**config.mk**
```make
export PLATFORM = sky130hd
export DESIGN_NAME = dmem_arbiter_flat
export DESIGN_NICKNAME = d
export VERILOG_FILES = /design/src/rtl/dmem_arbiter_pkg.sv /design/src/rtl/dmem_arbiter_if.sv /design/src/rtl/arb_burst_counter.sv /design/src/rtl/dmem_arbiter.sv /design/src/flat_wrapper.sv
export SDC_FILE = /design/constraint.sdc
export NUM_CORES = 1
export LEC_CHECK = 0
export BUFFER_PORTS_ARGS = -buffer_cell sky130_fd_sc_hd__buf_2
export CAP_MARGIN = 20
export CORE_ASPECT_RATIO = 0.9
export CORE_MARGIN = 1.5
export CORE_UTILIZATION = 43
export CTS_BUF_LIST = sky130_fd_sc_hd__clkbuf_4 sky130_fd_sc_hd__clkbuf_8
export DETAILED_ROUTE_END_ITERATION = 8
export PLACE_DENSITY_LB_ADDON = 0.05
export SYNTH_ARGS = -nofsm -noshare
export SYNTH_HDL_FRONTEND = slang
export SYNTH_SLANG_ARGS = --single-unit
```
**constraint.sdc**
```tcl
create_clock -name clk -period 2.2 [get_ports clk]
set_input_delay 0.11 -clock clk [delete_from_list [all_inputs] [get_ports clk]]
set_output_delay 0.11 -clock clk [all_outputs]
set_load 0.1 [all_outputs]
```
**src/rtl/dmem_arbiter_pkg.sv**
```systemverilog
// dmem_arbiter_pkg: shared types and constants for the data-memory arbiter.
package dmem_arbiter_pkg;

    localparam int unsigned DEFAULT_AW        = 8;
    localparam int unsigned DEFAULT_DW        = 8;
    localparam int unsigned DEFAULT_MAX_BURST = 4;

    // Port indices; last_owner holds one of these
    localparam logic PORT_CPU = 1'b0;
    localparam logic PORT_LDR = 1'b1;

    typedef enum logic [1:0] {
        IDLE = 2'd0,
        OWN0 = 2'd1,
        OWN1 = 2'd2
    } arb_state_e;

endpackage

```
**src/rtl/dmem_arbiter_if.sv**
```systemverilog
// dmem_arbiter_if: requester ports, read return and data-memory pins of the arbiter.
interface dmem_arbiter_if
    import dmem_arbiter_pkg::*;
#(
    parameter int unsigned AW = DEFAULT_AW,
    parameter int unsigned DW = DEFAULT_DW
);
    logic          req0;
    logic          req1;
    logic          we0;
    logic          we1;
    logic [AW-1:0] addr0;
    logic [AW-1:0] addr1;
    logic [DW-1:0] wdata0;
    logic [DW-1:0] wdata1;
    logic          gnt0;
    logic          gnt1;
    logic [DW-1:0] rdata;
    logic          rvalid0;
    logic          rvalid1;
    logic [AW-1:0] mem_addr;
    logic [DW-1:0] mem_wdata;
    logic          mem_we;
    logic [DW-1:0] mem_rdata;

    // Arbiter side
    modport slave (
        input  req0, req1, we0, we1, addr0, addr1, wdata0, wdata1, mem_rdata,
        output gnt0, gnt1, rdata, rvalid0, rvalid1, mem_addr, mem_wdata, mem_we
    );

    // Requester side (CPU datapath and loader)
    modport master (
        output req0, req1, we0, we1, addr0, addr1, wdata0, wdata1,
        input  gnt0, gnt1, rdata, rvalid0, rvalid1
    );

    // Data memory side
    modport mem (
        input  mem_addr, mem_wdata, mem_we,
        output mem_rdata
    );
endinterface

```
**src/rtl/arb_burst_counter.sv**
```systemverilog
// arb_burst_counter: saturating count of accesses by the current owner.
// at_limit_c is high on the access that completes a MAX_BURST run.
module arb_burst_counter
    import dmem_arbiter_pkg::*;
#(
    parameter int unsigned MAX_BURST = DEFAULT_MAX_BURST
) (
    input  logic clk,
    input  logic reset,
    input  logic clr,
    input  logic inc,
    output logic at_limit_c
);
    localparam int unsigned CW = $clog2(MAX_BURST + 1);

    logic [CW-1:0] count;

    // Count accesses, clear on owner change, hold at MAX_BURST
    always_ff @(posedge clk) begin
        if (reset) begin
            count <= '0;
        end else if (clr) begin
            count <= '0;
        end else if (inc && (count != CW'(MAX_BURST))) begin
            count <= count + CW'(1);
        end
    end

    assign at_limit_c = (count >= CW'(MAX_BURST - 1));
endmodule

```
**src/rtl/dmem_arbiter.sv**
```systemverilog
// dmem_arbiter: round-robin, burst-capped sharing of the single-port data
// memory between the CPU (port 0) and the loader/debug master (port 1).
// Optional: define DMEM_ARB_STATS_EN to add the stall0_cnt output.
module dmem_arbiter
    import dmem_arbiter_pkg::*;
#(
    parameter int unsigned AW        = DEFAULT_AW,
    parameter int unsigned DW        = DEFAULT_DW,
    parameter int unsigned MAX_BURST = DEFAULT_MAX_BURST
) (
    input  logic          clk,
    input  logic          reset,
    dmem_arbiter_if.slave bus
`ifdef DMEM_ARB_STATS_EN
    ,
    output logic [15:0]   stall0_cnt
`endif
);
    arb_state_e state;
    arb_state_e state_next;
    logic       last_owner;
    logic       access0_c;
    logic       access1_c;
    logic       switch_c;
    logic       at_limit_c;

    assign access0_c = (state == OWN0) && bus.req0;
    assign access1_c = (state == OWN1) && bus.req1;
    assign switch_c  = (state_next != state);

    arb_burst_counter #(.MAX_BURST(MAX_BURST)) u_burst (
        .clk        (clk),
        .reset      (reset),
        .clr        (switch_c),
        .inc        (access0_c || access1_c),
        .at_limit_c (at_limit_c)
    );

    // State register
    always_ff @(posedge clk) begin
        if (reset) begin
            state <= IDLE;
        end else begin
            state <= state_next;
        end
    end

    // Next state: tie goes to the port that did not own last; hand off on release or burst cap
    always_comb begin
        state_next = state;
        case (state)
            IDLE: begin
                if (bus.req0 && bus.req1) begin
                    state_next = (last_owner == PORT_LDR) ? OWN0 : OWN1;
                end else if (bus.req0) begin
                    state_next = OWN0;
                end else if (bus.req1) begin
                    state_next = OWN1;
                end
            end
            OWN0: begin
                if (!bus.req0) begin
                    state_next = bus.req1 ? OWN1 : IDLE;
                end else if (at_limit_c && bus.req1) begin
                    state_next = OWN1;
                end
            end
            OWN1: begin
                if (!bus.req1) begin
                    state_next = bus.req0 ? OWN0 : IDLE;
                end else if (at_limit_c && bus.req0) begin
                    state_next = OWN0;
                end
            end
            default: state_next = IDLE;
        endcase
    end

    // Remember the most recent owner for the idle tie-break
    always_ff @(posedge clk) begin
        if (reset) begin
            last_owner <= PORT_LDR;
        end else if (state == OWN0) begin
            last_owner <= PORT_CPU;
        end else if (state == OWN1) begin
            last_owner <= PORT_LDR;
        end
    end

    assign bus.gnt0 = (state == OWN0);
    assign bus.gnt1 = (state == OWN1);

    // Memory pin mux from the current owner; write suppressed during reset
    always_comb begin
        bus.mem_addr  = AW'(0);
        bus.mem_wdata = DW'(0);
        bus.mem_we    = 1'b0;
        if (state == OWN0) begin
            bus.mem_addr  = bus.addr0;
            bus.mem_wdata = bus.wdata0;
            bus.mem_we    = bus.req0 && bus.we0 && !reset;
        end else if (state == OWN1) begin
            bus.mem_addr  = bus.addr1;
            bus.mem_wdata = bus.wdata1;
            bus.mem_we    = bus.req1 && bus.we1 && !reset;
        end
    end

    // Read return: capture memory data and pulse the owner's valid one cycle later
    always_ff @(posedge clk) begin
        if (reset) begin
            bus.rdata   <= DW'(0);
            bus.rvalid0 <= 1'b0;
            bus.rvalid1 <= 1'b0;
        end else begin
            bus.rvalid0 <= access0_c && !bus.we0;
            bus.rvalid1 <= access1_c && !bus.we1;
            if ((access0_c && !bus.we0) || (access1_c && !bus.we1)) begin
                bus.rdata <= bus.mem_rdata;
            end
        end
    end

`ifdef DMEM_ARB_STATS_EN
    // Saturating count of cycles port 0 waits without a grant
    always_ff @(posedge clk) begin
        if (reset) begin
            stall0_cnt <= 16'h0000;
        end else if (bus.req0 && !bus.gnt0 && (stall0_cnt != 16'hFFFF)) begin
            stall0_cnt <= stall0_cnt + 16'h0001;
        end
    end
`endif
endmodule

```
**src/flat_wrapper.sv**
```systemverilog
// flat-port wrapper written by rule: the top's interface ports become plain ports
module dmem_arbiter_flat import dmem_arbiter_pkg::*;
#(
    parameter int unsigned AW        = DEFAULT_AW,
    parameter int unsigned DW        = DEFAULT_DW,
    parameter int unsigned MAX_BURST = DEFAULT_MAX_BURST
)
  (clk, reset, bus_req0, bus_req1, bus_we0, bus_we1, bus_addr0, bus_addr1, bus_wdata0, bus_wdata1, bus_mem_rdata, bus_gnt0, bus_gnt1, bus_rdata, bus_rvalid0, bus_rvalid1, bus_mem_addr, bus_mem_wdata, bus_mem_we);
  dmem_arbiter_if #(.AW(AW), .DW(DW)) bus_i ();
  input  logic clk;
  input  logic reset;
  input wire logic [$bits(bus_i.req0)-1:0] bus_req0;
  input wire logic [$bits(bus_i.req1)-1:0] bus_req1;
  input wire logic [$bits(bus_i.we0)-1:0] bus_we0;
  input wire logic [$bits(bus_i.we1)-1:0] bus_we1;
  input wire logic [$bits(bus_i.addr0)-1:0] bus_addr0;
  input wire logic [$bits(bus_i.addr1)-1:0] bus_addr1;
  input wire logic [$bits(bus_i.wdata0)-1:0] bus_wdata0;
  input wire logic [$bits(bus_i.wdata1)-1:0] bus_wdata1;
  input wire logic [$bits(bus_i.mem_rdata)-1:0] bus_mem_rdata;
  output wire logic [$bits(bus_i.gnt0)-1:0] bus_gnt0;
  output wire logic [$bits(bus_i.gnt1)-1:0] bus_gnt1;
  output wire logic [$bits(bus_i.rdata)-1:0] bus_rdata;
  output wire logic [$bits(bus_i.rvalid0)-1:0] bus_rvalid0;
  output wire logic [$bits(bus_i.rvalid1)-1:0] bus_rvalid1;
  output wire logic [$bits(bus_i.mem_addr)-1:0] bus_mem_addr;
  output wire logic [$bits(bus_i.mem_wdata)-1:0] bus_mem_wdata;
  output wire logic [$bits(bus_i.mem_we)-1:0] bus_mem_we;
  assign bus_i.req0 = bus_req0;
  assign bus_i.req1 = bus_req1;
  assign bus_i.we0 = bus_we0;
  assign bus_i.we1 = bus_we1;
  assign bus_i.addr0 = bus_addr0;
  assign bus_i.addr1 = bus_addr1;
  assign bus_i.wdata0 = bus_wdata0;
  assign bus_i.wdata1 = bus_wdata1;
  assign bus_i.mem_rdata = bus_mem_rdata;
  assign bus_gnt0 = bus_i.gnt0;
  assign bus_gnt1 = bus_i.gnt1;
  assign bus_rdata = bus_i.rdata;
  assign bus_rvalid0 = bus_i.rvalid0;
  assign bus_rvalid1 = bus_i.rvalid1;
  assign bus_mem_addr = bus_i.mem_addr;
  assign bus_mem_wdata = bus_i.mem_wdata;
  assign bus_mem_we = bus_i.mem_we;
  dmem_arbiter #(.AW(AW), .DW(DW), .MAX_BURST(MAX_BURST)) u_core (.clk(clk), .reset(reset), .bus(bus_i));
endmodule
```
==> results of run 1 <==
==> power breakdown <==
part / switching, uW / total [uW] / internal, uW
clock network: 92.7 / 193 / 101
logic: 613 / 927 / 315
registers: 21.2 / 328 / 307
==> repair_timing <==
action | 4_1_cts | 5_1_grt
hold buffers | 0 | 0
resized for setup | 1 | 0
setup endpoints to repair | 1 | 0
==> per-stage QoR <==
stage | hold slack, ns | instance area [um2]
2_1_floorplan | 0.187 | 1160
3_3_place_gp | 0.338 | 1770
3_5_place_dp | 0.340 | 1770
4_1_cts | 0.0404 | 1810
5_1_grt | 0.0484 | 1810
6_report | 0.0475 | 1810
==> final cells by class <==
cell class / instances / area [um2]
tap: 28 / 35.0
multi-input combinational: 94 / 766
clock buffer: 4 / 36.3
timing repair buffer: 75 / 621
fill: 187 / 638
sequential: 16 / 320
inverter: 8 / 30.0
==> cell families after synthesis <==
| family | after synthesis |
|---|---|
| mux | 9 |
| simple gates | 35 |
| fa+ha+maj | 7 |
| buf+inv | 16 |
| compound gates | 42 |
| flops | 16 |
| xor+xnor | 1 |
==> state kept, by name, summed over array words and instances (netlist names) <==
| name | flops |
|---|---|
| u_core.bus.rvalid0 | 1 |
| u_core.bus.rvalid1 | 1 |
| u_core.state | 2 |
| u_core.bus.rdata | 8 |
| u_core.u_burst.count | 3 |
| u_core.last_owner | 1 |
==> how the worst min path moves through the flow <==
stage / start / end / slack (ns) / cells after the start
floorplan: bus_we0 / u_core.bus.rvalid0 / 0.19 / 1
global placement: bus_we1 / u_core.bus.rvalid1 / 0.34 / 2
detailed placement: bus_we1 / u_core.bus.rvalid1 / 0.34 / 2
CTS: bus_we1 / u_core.bus.rvalid1 / 0.04 / 2
global route: bus_we1 / u_core.bus.rvalid1 / 0.05 / 2
finish: bus_we1 / u_core.bus.rvalid1 / 0.05 / 2
==> layout by cell type (no fill, tap or decap), drive strengths merged, types with 2 or more instances in the layout <==
master / netlist / routed
a21oi: 3 / 3
a22o: 16 / 16
a31oi: 2 / 2
and2: 3 / 3
buf: 3 / 75
clkbuf: 5 / 4
dfxtp: 16 / 16
ha: 7 / 7
inv: 8 / 8
mux2i: 9 / 9
nand2: 7 / 7
nor2: 10 / 10
nor2b: 2 / 2
nor3: 6 / 6
nor3b: 2 / 2
o211ai: 5 / 5
o21ai: 9 / 9
==> worst register-to-register path, cell delays in order (launching register included) <==
cell and delay, ns:
dfxtp_1 0.53, ha_4 0.37, nand2_1 0.19, and2_1 0.21
a21oi_2 0.16, mux2i_1 0.20, and2b_1 0.19
==> routing by layer <==
metal | track usage (%) | part of all wire [%] | up-vias
li1 | - | - | 606
met1 | 21.5 | 34 | 566
met2 | 42.5 | 54 | 71
met3 | 7.85 | 10 | 6
met4 | 7.54 | 1.1 | 0
met5 | 0 | 0 | -
==> qor.csv, run 1 <==
metric,value,unit
outcome,completed,
synthesized cell area,1100,um2
nets,251,
Setup-failing EPs final,0,
DIE HEIGHT,51.1,um
Most used DFF post-synth,dfxtp_1,
Setup CP Type,flip-flop to primary output,
sequential element share of the synthesized area,29.0,%
initial antenna violation count,0,
crit-path cells,"inv_1, ha_4, nand2_2, nor3b_1, a31oi_1, nor2_4, buf_4",
dpl hpwl,2590,um
Clock Path Buffers,2,
simple-gate area share of the yosys netlist,16.7,%
CTS tree,done,
GRT overflow,0,
final hold vios,0,
CP Launch Point,u_core.state[0],
CP max stage delay,0.53,ns
Cells after DPL,221,
Initial Util,45.1,%
Syn Nets,179,
crit share post-route,94.5,%
post-synthesis cell type count,36,
critical path's top delay family,flip-flops,
Finished Core Util,73.9,%
Worst path depth,7,
crit path DAT,1.97,ns
# diodes,0,
# DRC,0,
P per Cell Area,801,nW/um2
vias per cell,5.55,
total power draw,1450,uW
clock slew at reported path FFs,0.10,ns
final worst slack,0.120,ns
DR vias,1249,
Routed wire per std cell,14.1,um
clk_skew,0.0158,ns
vias in the first global route,1182,
largest net degree at the start of global routing,27,
Worst setup EP type,primary output,
CP endpoint,bus_mem_we,
Max-Cap Viols,0,
Critical Path Source Type,flip-flop,
R2R Setup Slk,0.27,ns
depth of the most critical reg-to-reg path,6,
Pre-antenna DRT Iters,4,
TNS Setup,0,ns
Rel. slew slack,67.5,%
Post CTS Setup Buffer Count,0,
Post-Synth XOR/XNOR Area,0.794,%
CTS root buf,clkbuf_4,
Final min period,2.08,ns
Tot GR Track Use,21.9,%
fraction of registers with async set/reset,0,%
reg-to-reg startpoint,u_core.state[0],
Adder-Cell Fraction of Synth Area,7.94,%
I/O Buffers,74,
GP Congestion,0.843,
WP data required,2.09,ns
syn_area_per_cell,8.76,um2
post-route insts no fill,225,
CTS sink cnt,16,
RSZ-0062 raised after global routing,false,
Max IR drop VDD,0.633,mV
"top cells by area, synth","dfxtp_1, a22o_1, mux2i_1, ha_1, o21ai_0",
Critical-path top delay cell,dfxtp_1,
top cell type's share of synthesized area,29.0,%
clock latency on the worst-skew pair,0.29,ns
pre-CTS setup slack,0.277,ns
Detailed Route WL,3160,um
Post-synth EDFFs,0,
Mapped Cells,126,
I/O pin total,75,
multiplexer share of the synthesized area,8.16,%
area grow syn2layout,63.8,%
CP Max Fanout,8,
num rows,17,
Max Fclk,481,MHz
"Slew Viols, Final",0,
first-pass GRT wire length,5040,um
Clock H-tree levels,1,
Synth Area in Compound Gates,31.1,%
Yosys top cell by area,dfxtp_1,
Reg-to-Reg End,u_core.u_burst.count[1],
worst slew pin tran,0.491,ns
share of layout cells above drive strength 1,53.3,%
Inserted Clock Buffers,3,
main combinational cell family by area after synthesis,compound AO/OA/AOI/OAI gates,
die area,2880,um2
Post-synth top cells,"a22o_1, dfxtp_1, nor2_1",
DRT iter0 DRCs,37,
CP bufs+invs,2,
Yosys reg bits,16,
leak pwr,0.000812,uW
Die Wd,56.4,um
Yosys warning count,0,
Hold WC Path Type,primary input to flip-flop,
CORE AREA,2450,um2
final antenna-violating net count,0,
Power figures use the tool's default switching activity.
==> run 2: changes to the inputs <==
--- a/config.mk
+++ b/config.mk
@@ -5,13 +5,13 @@
 export SDC_FILE = /design/constraint.sdc
 export NUM_CORES = 1
 export LEC_CHECK = 0
-export BUFFER_PORTS_ARGS = -buffer_cell sky130_fd_sc_hd__buf_2
 export CAP_MARGIN = 20
 export CORE_ASPECT_RATIO = 0.9
 export CORE_MARGIN = 1.5
-export CORE_UTILIZATION = 43
+export CORE_UTILIZATION = 45
 export CTS_BUF_LIST = sky130_fd_sc_hd__clkbuf_4 sky130_fd_sc_hd__clkbuf_8
 export DETAILED_ROUTE_END_ITERATION = 8
+export DONT_BUFFER_PORTS = 1
 export PLACE_DENSITY_LB_ADDON = 0.05
 export SYNTH_ARGS = -nofsm -noshare
 export SYNTH_HDL_FRONTEND = slang
==> run 2 against run 1 <==
Compared with the run above:
- sequential power about the same
- utilization increased by 3.7 points
- non-clock buffer count is 35 lower
- count of clock-buffer cells in the layout stayed put
- final area is 3.7% lower
- first-iteration DRC count down 35%
- via count fell by 9.8%
- clock power grew 7%
- hold slack got worse by 0.044 ns
- sequential share of layout area increased by 0.83 points
==> qor.csv, run 2 (synthesized netlist as in run 1, its figures left out) <==
metric,value,unit
die area,2760,um2
Clock H-tree levels,1,
CTS root buf,clkbuf_4,
clock slew at reported path FFs,0.10,ns
final hold vios,0,
"Slew Viols, Final",0,
hold_ws,0.00375,ns
Finished Cell Area,1740,um2
area grow syn2layout,57.7,%
Max-Cap Viols,0,
Rel. slew slack,66.0,%
Post CTS Setup Buffer Count,0,
CTS tree,done,
Clock power frac,14.4,%
num rows,16,
crit path DAT,2.02,ns
"commonest non-fill, non-tap cell in the layout",buf_12,
Tot GR Track Use,24.5,%
Biggest register,u_core.bus.rdata,
# diodes,0,
share of layout cells above drive strength 1,38.3,%
Largest regs,"u_core.bus.rdata (8), u_core.u_burst.count (3), u_core.state (2)",
CP bufs+invs,3,
initial antenna violation count,0,
CP max stage delay,0.43,ns
CP Max Fanout,24,
Critical Path Source Type,flip-flop,
P per Cell Area,829,nW/um2
total power draw,1440,uW
final antenna-violating net count,0,
Final min period,2.13,ns
Max Fclk,470,MHz
crit-path cells,"inv_1, ha_4, buf_6, nor3b_1, a31oi_1, nor2_4, buf_12",
Routed wire per std cell,17.7,um
first-pass GRT wire length,5240,um
most frequent cells in the layout,"buf_12, a22o_2, dfxtp_1, dlygate4sd3_1, buf_4",
worst slew pin tran,0.508,ns
Setup CP Type,flip-flop to primary output,
I/O pin total,75,
vias per cell,5.96,
Pre-antenna DRT Iters,4,
Sw Ratio,50.2,%
CORE AREA,2240,um2
DIE HEIGHT,50.0,um
CTS sink cnt,16,
register share of total power,22.8,%
DR vias,1126,
clock latency on the worst-skew pair,0.30,ns
leak pwr,0.000681,uW
RSZ-0062 raised after global routing,false,
# DRC,0,
Die Wd,55.2,um
WP data required,2.09,ns
critical path's top delay family,buffers and inverters,
Clock Path Buffers,2,
vias in the first global route,1176,
TNS Setup,0,ns
crit share post-route,96.8,%
Inserted Clock Buffers,3,
Setup-failing EPs final,0,
largest net degree at the start of global routing,25,
Post-DP Area,1580,um2
clk_skew,0.00187,ns
Initial Util,49.2,%
GP Congestion,0.801,
GRT overflow,0,
post-route insts no fill,189,
DRT iter0 DRCs,24,
Int Pwr,718,uW
nets,216,
Comb pwr share,62.8,%
Detailed Route WL,3350,um
sw power,725,uW
Worst setup EP type,primary output,
Critical-path top delay cell,dfxtp_2,
Hold WC Path Type,primary input to flip-flop,
max FFs per register,8,
Cells after DPL,174,
Max IR drop VDD,0.595,mV
outcome,completed,
dpl hpwl,2300,um
I/O Buffers,0,
[run 2: changes by cell type in the layout (fill, tap and decap cells not counted), sizes merged]
cell,before,now
buf,75,29
dlygate4sd3,0,11
[run 2: area by class of cell]
class / count / area, um2
Fill cell: 148 / 502
Inverter: 8 / 30.0
Sequential cell: 16 / 323
Clock buffer: 4 / 36.3
Timing Repair Buffer: 40 / 544
Multi-Input combinational cell: 94 / 773
Tap cell: 27 / 33.8
[run 2: what timing repair did]
action / 4_1_cts / 5_1_grt
hold endpoints to repair: 13 / 0
gates resized for setup: 2 / 3
hold buffers: 11 / 0
setup endpoints to repair: 17 / 17
gates cloned: 0 / 0
[run 2: path summary, 6_finish.rpt]
| path | startpoint | end | slack, ns | cells past startpoint |
|---|---|---|---|---|
| max | u_core.state[1] | bus_mem_we | 0.07 | 7 |
| min | bus_req0 | u_core.state[0] | 0.004 | 2 |
| max reg2reg | u_core.u_burst.count[1] | u_core.state[1] | 0.38 | 7 |
| min reg2reg | u_core.bus.rdata[5] | u_core.bus.rdata[5] | 0.51 | 2 |
[run 2: stage by stage]
step | util (%) | worst slack [ns]
after floorplan | - | 0.0623
after global placement | 70.5 | 0.135
after detailed placement | 70.5 | 0.0159
after CTS | 77.2 | 0.0168
after global routing | 77.6 | 0.0133
final | 77.6 | 0.0709
[run 2: worst register-to-register path: stages (launching register included)]
cell and delay, ns:
dfxtp_1 0.36, ha_1 0.20, ha_1 0.19, a211o_4 0.36, o21ai_1 0.12, o21ai_0 0.09, a221oi_1 0.30, nor3_1 0.08
[run 2: power by group through the flow]
| stage | logic [uW] | registers (uW) | clock network [uW] |
|---|---|---|---|
| global placement | 865 | 332 | 0 |
| detailed placement | 877 | 334 | 0 |
| floorplan | 585 | 390 | 0 |
| CTS | 900 | 327 | 210 |
| finish | 906 | 329 | 207 |
| global route | 936 | 332 | 222 |
[run 2: metal layers]
layer  vias to the layer above  GRT usage (%)  routed length [um]
li1                        534              -                   -
met1                       509           23.8                1140
met2                        76           48.2                1870
met3                         7           4.20                 262
met4                         0           13.8                  78
met5                         -              0                   0
